===== config.mk =====
export PLATFORM = sky130hd
export DESIGN_NAME = cache_evict_buffer
export DESIGN_NICKNAME = d
export VERILOG_FILES = /design/src/rtl/cache_evict_buffer.sv
export SDC_FILE = /design/constraint.sdc
export NUM_CORES = 1
export LEC_CHECK = 0
export CAP_MARGIN = 20
export CORE_UTILIZATION = 53
export DETAILED_ROUTE_END_ITERATION = 7
export PLACE_DENSITY_LB_ADDON = 0.1
export SLEW_MARGIN = 20
export SYNTH_ARGS = -nofsm -noshare
export SYNTH_HDL_FRONTEND = slang
export SYNTH_SLANG_ARGS = --single-unit

===== constraint.sdc =====
create_clock -name clk_i -period 33.6 [get_ports clk_i]
set_input_delay 3.36 -clock clk_i [delete_from_list [all_inputs] [get_ports clk_i]]
set_output_delay 3.36 -clock clk_i [all_outputs]
set_load 0.02 [all_outputs]

===== src/rtl/cache_evict_buffer.sv =====
// cache_evict_buffer
//   Writeback buffer behind a direct-mapped write-back cache. Takes whole
//   dirty 64-byte victim lines so the cache can start its refill at once,
//   then drains the oldest line to memory as 16 sequential 4-byte writes.
//   The line retires when all 16 write acks have come back. A line-address
//   lookup lets the cache stall a refill whose line is still in here.
//
//   Optional feature macro: CACHE_EVICT_BUFFER_FWD_EN
//     defined   : lookup_data_o returns word lookup_addr_i[5:2] of the
//                 youngest matching entry (0 on miss)
//     undefined : lookup_data_o is tied to 0
//
// Ports
//   clk_i, rst_ni          clock, async active-low reset
//   in_val_i/in_rdy_o      victim line handshake
//   in_addr_i, in_data_i   line address ([5:0] ignored), 16x32-bit words
//   memreq_*               write requests {type_,opaque,addr,len,data}
//   memresp_*              write acks (only type_ is examined)
//   lookup_addr_i          line address probe
//   lookup_hit_o/_data_o   probe result
//   empty_o                no stored lines
//   err_o                  sticky protocol error (stray ack / non-write resp)
module cache_evict_buffer #(
  parameter int DEPTH           = 2,
  parameter int MAX_OUTSTANDING = 4
) (
  input  logic         clk_i,
  input  logic         rst_ni,
  input  logic         in_val_i,
  output logic         in_rdy_o,
  input  logic [31:0]  in_addr_i,
  input  logic [511:0] in_data_i,
  output logic         memreq_val_o,
  input  logic         memreq_rdy_i,
  output logic [76:0]  memreq_msg_o,
  input  logic         memresp_val_i,
  output logic         memresp_rdy_o,
  input  logic [46:0]  memresp_msg_i,
  input  logic [31:0]  lookup_addr_i,
  output logic         lookup_hit_o,
  output logic [31:0]  lookup_data_o,
  output logic         empty_o,
  output logic         err_o
);

  localparam int PW = $clog2(DEPTH);
  localparam int CW = PW + 1;
  localparam logic [CW-1:0] FULL  = CW'(DEPTH);
  localparam logic [4:0]    MAXO  = 5'(MAX_OUTSTANDING);
  localparam logic [2:0]    WRITE = 3'd1;

  typedef enum logic [0:0] {IDLE, SEND} state_e;

  typedef struct packed {
    logic [2:0]  type_;
    logic [7:0]  opaque;
    logic [31:0] addr;
    logic [1:0]  len;
    logic [31:0] data;
  } mem_req_4B_t;

  typedef struct packed {
    logic [2:0]  type_;
    logic [7:0]  opaque;
    logic [1:0]  test;
    logic [1:0]  len;
    logic [31:0] data;
  } mem_resp_4B_t;

  state_e               state_q;
  logic [DEPTH-1:0]     valid_q;
  logic [25:0]          line_q [DEPTH];
  logic [511:0]         data_q [DEPTH];
  logic [PW-1:0]        head_q, tail_q;
  logic [CW-1:0]        count_q, count_d;
  logic [4:0]           send_idx_q;   // next word to issue, 0..16
  logic [4:0]           ack_cnt_q;    // acks received for head line
  logic [4:0]           out_q;        // issued but not yet acked
  logic                 err_q;

  mem_resp_4B_t rsp;
  mem_req_4B_t  req;
  logic push, fire, ack, bad_resp, retire, sending;

  assign rsp     = mem_resp_4B_t'(memresp_msg_i);
  assign sending = (state_q == SEND);

  // in_rdy looks only at the registered count, so a full buffer stays
  // full in the cycle its head retires.
  assign in_rdy_o      = rst_ni && (count_q != FULL);
  assign memresp_rdy_o = rst_ni;
  assign empty_o       = (count_q == '0);
  assign err_o         = err_q;

  assign push         = in_val_i && in_rdy_o;
  assign memreq_val_o = sending && (send_idx_q < 5'd16) && (out_q < MAXO);
  assign fire         = memreq_val_o && memreq_rdy_i;

  // An ack only counts while draining with something outstanding;
  // anything else is consumed and flagged.
  assign ack      = memresp_val_i && sending && (out_q != '0);
  assign bad_resp = memresp_val_i && (!ack || (rsp.type_ != WRITE));
  assign retire   = ack && (ack_cnt_q == 5'd15);
  assign count_d  = count_q + CW'(push) - CW'(retire);

  always_comb begin
    req        = '0;
    req.type_  = WRITE;
    req.opaque = {3'b000, send_idx_q};
    req.addr   = {line_q[head_q], send_idx_q[3:0], 2'b00};
    req.len    = 2'd0;
    req.data   = data_q[head_q][{send_idx_q[3:0], 5'd0} +: 32];
  end
  assign memreq_msg_o = req;

  // Walk oldest to youngest so the youngest match is the one left standing.
  logic [PW-1:0] lk_idx;
  always_comb begin
    lookup_hit_o  = 1'b0;
    lookup_data_o = '0;
    lk_idx        = '0;
    for (int i = 0; i < DEPTH; i++) begin
      lk_idx = head_q + PW'(i);
      if (valid_q[lk_idx] && (line_q[lk_idx] == lookup_addr_i[31:6])) begin
        lookup_hit_o = 1'b1;
`ifdef CACHE_EVICT_BUFFER_FWD_EN
        lookup_data_o = data_q[lk_idx][{lookup_addr_i[5:2], 5'd0} +: 32];
`endif
      end
    end
  end

  // Line storage carries no reset; valid_q gates every use.
  always_ff @(posedge clk_i) begin
    if (push) begin
      line_q[tail_q] <= in_addr_i[31:6];
      data_q[tail_q] <= in_data_i;
    end
  end

  always_ff @(posedge clk_i or negedge rst_ni) begin
    if (!rst_ni) begin
      state_q    <= IDLE;
      valid_q    <= '0;
      head_q     <= '0;
      tail_q     <= '0;
      count_q    <= '0;
      send_idx_q <= '0;
      ack_cnt_q  <= '0;
      out_q      <= '0;
      err_q      <= 1'b0;
    end else begin
      // push and retire never target the same slot: retire needs count>=1
      // and push needs count<DEPTH, so tail != head whenever both happen.
      if (push) begin
        valid_q[tail_q] <= 1'b1;
        tail_q          <= tail_q + PW'(1);
      end
      if (retire) begin
        valid_q[head_q] <= 1'b0;
        head_q          <= head_q + PW'(1);
      end
      count_q <= count_d;
      if (bad_resp) err_q <= 1'b1;

      case (state_q)
        IDLE: begin
          if (count_q != '0) state_q <= SEND;
        end
        SEND: begin
          out_q <= out_q + 5'(fire) - 5'(ack);
          if (fire) send_idx_q <= send_idx_q + 5'd1;
          if (ack)  ack_cnt_q  <= ack_cnt_q + 5'd1;
          if (retire) begin
            send_idx_q <= '0;
            ack_cnt_q  <= '0;
            state_q    <= (count_d != '0) ? SEND : IDLE;
          end
        end
        default: state_q <= IDLE;
      endcase
    end
  end

  logic unused_bits;
  assign unused_bits = ^{in_addr_i[5:0], lookup_addr_i[5:0], rsp.opaque,
                         rsp.test, rsp.len, rsp.data};

endmodule


==> flow_summary.yaml, run 1 <==
timing:
  drv_slew: 0
  setup_viol: 0
  clock-skew-final_ns: 0.0240
  maxSlewHeadroom_pct: 23.7
  hold_viol_final: 0
  min_period_over_period_pct: 27.0
  rsz0062_at_grt: "no"
  setup_ws_ns: 24.54
  fmax_mhz: 110
  worst_pin_slew_ns: 1.14
  period_needed_ns: 9.06
  tns_ns: 0
power_and_ir_drop:
  p_leak_nw: 17.4
  irDropWorstVdd_v: 0.0000588
  power.density_nw_per_um2: 79.5
clocking:
  cts_root_buf: "clkbuf_16"
  cts_sinks: 1099
  ctsLongestPathBuffers: 3
  cts_hold_buffers: 0
  htree_levels: 3
  cts_buffers: 111
  insertion_delay_ns: 0.68
  post_cts_buffers: 0
  cts_tree: "yes"
  cts.clk_slew.worst_paths_ns: 0.06
  cts_resized: 0
worst_hold_path:
  hold_path.class: "flop to flop"
synthesis:
  ys_warn_count: 0
  synth_top_flop_cell: "edfxtp_1"
  synth-seq-cells: 1099
  synth-edff-count: 1076
  syn_area_um2: 43100
  synth.distinct_cells: 38
  avgSynthCellArea_um2: 22.5
  synthCells: 1913
  yosysSeqAreaShare_pct: 76.3
  async_reset_ff_share_pct: 2.09
placed_design:
  dp_slack_ns: 24.63
  port_buffers: 644
  place_congestion: 0.863
  dp_hpwl_um: 69500
critical_path:
  critical_path_class: "primary input to output pin"
  worstPathRequired_ns: 30.24
  crit_fanout: 2
  start_kind: "primary input"
  endpoint_kind: "output pin"
  worstPathArrival_ns: 5.70
global_route:
  overflow: 0
  grt_use_total_pct: 24.9
  grt_antenna_before_repair: 41
  grt_pass1_vias: 23169
  grt_max_degree: 182
  grt_pass1_wl_um: 147000
floorplan:
  rows: 104
  fp.dieH_um: 287
  fp.dieArea_um2: 82400
  chipWidth_um: 287
  start_util_pct: 53.5
  core_area_um2: 80500
  io_pins: 743
finish:
  fin_nets: 3229
  final_layout_size_suffix_gt1_share_pct: 18.7
  final_common_cell: "edfxtp_1"
  nFillCells: 5296
  ff_latch_area_um2: 32900
  multi_input_area_um2: 9440
  final_cell_mix: "edfxtp_1, clkdlybuf4s50_1, mux4_2"
  area_growth_pct: 25.2
detailed_routing:
  ant_nets: 0
  via_per_inst: 5.70
  finalWirelength_um: 104000
  remaining_drc_errors: 0
  vias: 21437
  drt_iter0_markers: 1704
  drt_pass1_iterations: 5
  wl_per_cell_um: 27.5
run_status:
  outcome: "completed"
job:
  drv_cap: 0
## cell type report
class / count / area share [%]
inverters: 6 / 0.0417
repair buffers: 672 / 12.4
multi-input cells: 700 / 17.5
flip-flops and latches: 1099 / 61.0
clock buffers: 150 / 5.54
well taps: 1060 / 2.46
diodes: 21 / 0.0974
clock inverters: 56 / 0.955
## Yosys cell counts, types with 2 or more instances
library cell	number	area, um2
edfxtp_1	1076	32300
mux4_2	256	5770
mux2i_1	89	891
buf_4	62	465
mux2_2	60	676
a21oi_1	40	200
xnor2_1	39	342
clkbuf_1	36	135
buf_2	33	165
a221o_1	32	320
a221oi_1	32	280
xor2_1	29	254
dfrtp_1	23	576
nor2_1	19	71.3
buf_6	12	135
ha_1	10	125
nor4_1	10	62.6
nand2_1	9	33.8
inv_1	6	22.5
nand4_1	5	31.3
nor3_1	5	25.0
buf_1	4	15.0
nor2b_1	4	25.0
and2_1	3	18.8
nand3_1	3	15.0
a21o_1	2	15.0
a32oi_1	2	17.5
conb_1	2	7.51
## cells by family (layout without fill, tap and decap cells)
| logic type | count (synthesis) | in the layout | share of synthesized area [%] |
|---|---|---|---|
| DFF | 1099 | 1099 | 76.3 |
| muxes | 405 | 405 | 17.0 |
| buffers and inverters | 154 | 884 | 2.20 |
| AOI/OAI and AO/OA | 114 | 114 | 2.04 |
| xor gates and xnor gates | 68 | 68 | 1.38 |
| and+or+nand+nor | 60 | 60 | 0.694 |
| adders and majority gates | 11 | 11 | 0.337 |
| other | 2 | 63 | 0.0174 |
## sequential cells by signal, indices dropped and copies added, names as in the netlist
register,flops
data_q,1024
line_q,52
ack_cnt_q,5
out_q,5
send_idx_q,5
count_q,2
valid_q,2
err_o,1
head_q,1
sending,1
tail_q,1
## worst paths after layout
kind,cells past startpoint,slack (ns),to,start
setup / recovery,6,24.54,lookup_hit_o,lookup_addr_i[26]
hold / removal,1,0.47,err_o,err_o
setup reg to reg,7,28.96,data_q[0][311],count_q[0]
hold reg to reg,1,0.47,err_o,err_o
max in group asynchronous,2,30.24,send_idx_q[2],rst_ni
min in group asynchronous,2,3.07,err_o,rst_ni
## through the flow
step	cell area (um2)	total power, mW	util [%]	cells	hold WS [ns]
2_1_floorplan	43200	2.81	-	1953	0.460
3_3_place_gp	50400	3.14	62.6	3537	0.443
3_5_place_dp	50400	3.16	62.6	3537	0.451
4_1_cts	53900	4.34	66.9	3743	0.468
5_1_grt	53900	4.46	67.0	3756	0.482
6_report	54000	4.29	67.0	3764	0.469
## report_power, final
group | internal (mW) | switching [mW]
clock network | 0.684 | 0.502
registers | 1.71 | 0.0787
logic | 0.631 | 0.687
total | 3.02 | 1.27
## worst max-delay path, cell delays in order
cell             delay, ns
clkdlybuf4s50_1       0.55
xor2_1                0.22
nor4_1                0.44
nand3_1               0.15
o22ai_1               0.27
clkdlybuf4s50_1       0.69
## metal layers
layer	part of all wire [%]	track usage, %	vias to the layer above
li1	-	-	9395
met1	35	29.1	11136
met2	54	43.9	678
met3	7.8	7.32	182
met4	2.7	8.23	46
met5	0.29	0	-
Note: power is estimated with default switching activity, not from simulation.
==> run 2, diff against run 1 <==
==> constraint.sdc (replaced) <==
create_clock -name clk_i -period 9.2 [get_ports clk_i]
set_input_delay 0.92 -clock clk_i [delete_from_list [all_inputs] [get_ports clk_i]]
set_output_delay 0.92 -clock clk_i [all_outputs]
set_load 0.02 [all_outputs]
==> run 2 against run 1 <==
Critical path depth unchanged. Combinational power grew to 3.7 times the previous value. Clock-buffer cell count decreased by 17.
==> flow_summary.yaml, run 2 (synthesis results as in run 1) <==
run_status:
  outcome: "completed"
critical_path:
  start_kind: "flop"
  reg2regPathDepth: 6
  crit_fanout: 80
  r2r_end: "data_q[0][247]"
  cp-startpoint: "head_q"
  r2r_slack_ns: 5.97
  r2r-start: "count_q[0]"
  critical_path.max_stage_delay_ns: 1.08
  path_buf_inv: 2
  worstPathRequired_ns: 8.28
  worstPathCellList: "buf_12 > mux4_2 > a221o_1 > a21oi_1 > a221oi_1 > clkdlybuf4s50_1"
  critical_path_class: "flop to output pin"
  cp_top_family: "buffers and inverters"
  worstPathArrival_ns: 4.60
  endpoint_kind: "output pin"
  cp_slowest_cell: "dfrtp_4"
clocking:
  cts_hold_buffers: 0
  ctsLongestPathBuffers: 3
  post_cts_buffers: 0
  cts.clk_slew.worst_paths_ns: 0.06
  insertion_delay_ns: 0.68
  cts_tree: "yes"
  cts_root_buf: "clkbuf_16"
  cts_resized: 0
  htree_levels: 3
  cts_buffers: 110
  cts_sinks: 1099
global_route:
  overflow: 0
  grt_max_degree: 191
  grt_use_total_pct: 24.6
  grt_pass1_vias: 23106
  grt_pass1_wl_um: 146000
  grt_antenna_before_repair: 65
finish:
  max_flop_register: "data_q"
  fin_nets: 3228
  area_growth_pct: 25.7
  largest_reg_flops: 1024
  nFillCells: 5247
  final_layout_size_suffix_gt1_share_pct: 18.8
  reg_top3: "data_q x1024, line_q x52"
  final_cell_mix: "edfxtp_1, clkdlybuf4s50_1, mux4_2"
  final_common_cell: "edfxtp_1"
power_and_ir_drop:
  p_leak_nw: 17.4
  power.density_nw_per_um2: 291
  p_total_mw: 15.8
  irDropWorstVdd_v: 0.000233
floorplan:
  fp.dieArea_um2: 82400
  fp.dieH_um: 287
  start_util_pct: 53.5
  chipWidth_um: 287
  rows: 104
  core_area_um2: 80500
  io_pins: 743
detailed_routing:
  drt_pass1_iterations: 5
  remaining_drc_errors: 0
  vias: 21496
  via_per_inst: 5.70
  finalWirelength_um: 102000
  wl_per_cell_um: 27.1
  ant_nets: 0
  drt_iter0_markers: 1607
job:
  drv_cap: 0
timing:
  hold_viol_final: 0
  setup_viol: 0
  period_needed_ns: 5.52
  holdWs_ns: 0.467
  fmax_mhz: 181
  clock-skew-final_ns: 0.0266
  maxSlewHeadroom_pct: 25.9
  drv_slew: 0
  rsz0062_at_grt: "no"
  worst_pin_slew_ns: 1.11
  min_period_over_period_pct: 60.0
  setup_ws_ns: 3.68
placed_design:
  place_congestion: 0.839
  dp_hpwl_um: 67100
  dp_slack_ns: 4.19
  port_buffers: 644
worst_hold_path:
  worst_hold_path.num_cells: 1
  hold_end: "err_o"
  hold_path.class: "flop to flop"
  worstHoldStart: "err_o"
run 2: report_power, final:
part,switching [mW],internal [mW],total [mW]
Clock,1.84,2.57,4.42
Combinational,2.52,2.33,4.84
Sequential,0.279,6.23,6.51
Total,4.64,11.1,15.8
run 2: final cells by class:
class | instances | area (um2) | share of cell area (%)
timing repair buffer | 672 | 6820 | 12.6
sequential | 1099 | 32900 | 60.7
inverter | 6 | 22.5 | 0.0416
antenna | 30 | 75.1 | 0.139
clock buffer | 133 | 2860 | 5.28
tap | 1060 | 1330 | 2.45
multi-input combinational | 700 | 9460 | 17.5
clock inverter | 70 | 712 | 1.31
run 2: worst max path at each step:
stage / cells after the start / slack (ns) / end
final: 6 / 3.68 / memreq_msg_o[4]
after floorplan: 4 / -0.84 / valid_q[0]
after CTS: 6 / 3.48 / memreq_msg_o[4]
after global routing: 6 / 3.40 / memreq_msg_o[4]
after detailed placement: 6 / 4.19 / memreq_msg_o[4]
after global placement: 6 / 4.19 / memreq_msg_o[4]
run 2: stage by stage:
stage	std cells	TNS (ns)	cell area, um2	util (%)
2_1_floorplan	1953	-285.56	43300	-
3_3_place_gp	3534	0	50400	62.6
3_5_place_dp	3534	0	50400	62.6
4_1_cts	3737	0	54000	67.1
5_1_grt	3766	0	54200	67.2
6_report	3770	0	54200	67.3
run 2: metal layers:
metal	vias up	global-route usage [%]	wire length, um
met5	-	0	409
met4	68	10.8	3670
met3	232	7.87	8320
met2	717	42.0	53600
met1	11054	28.4	36400
li1	9425	-	-
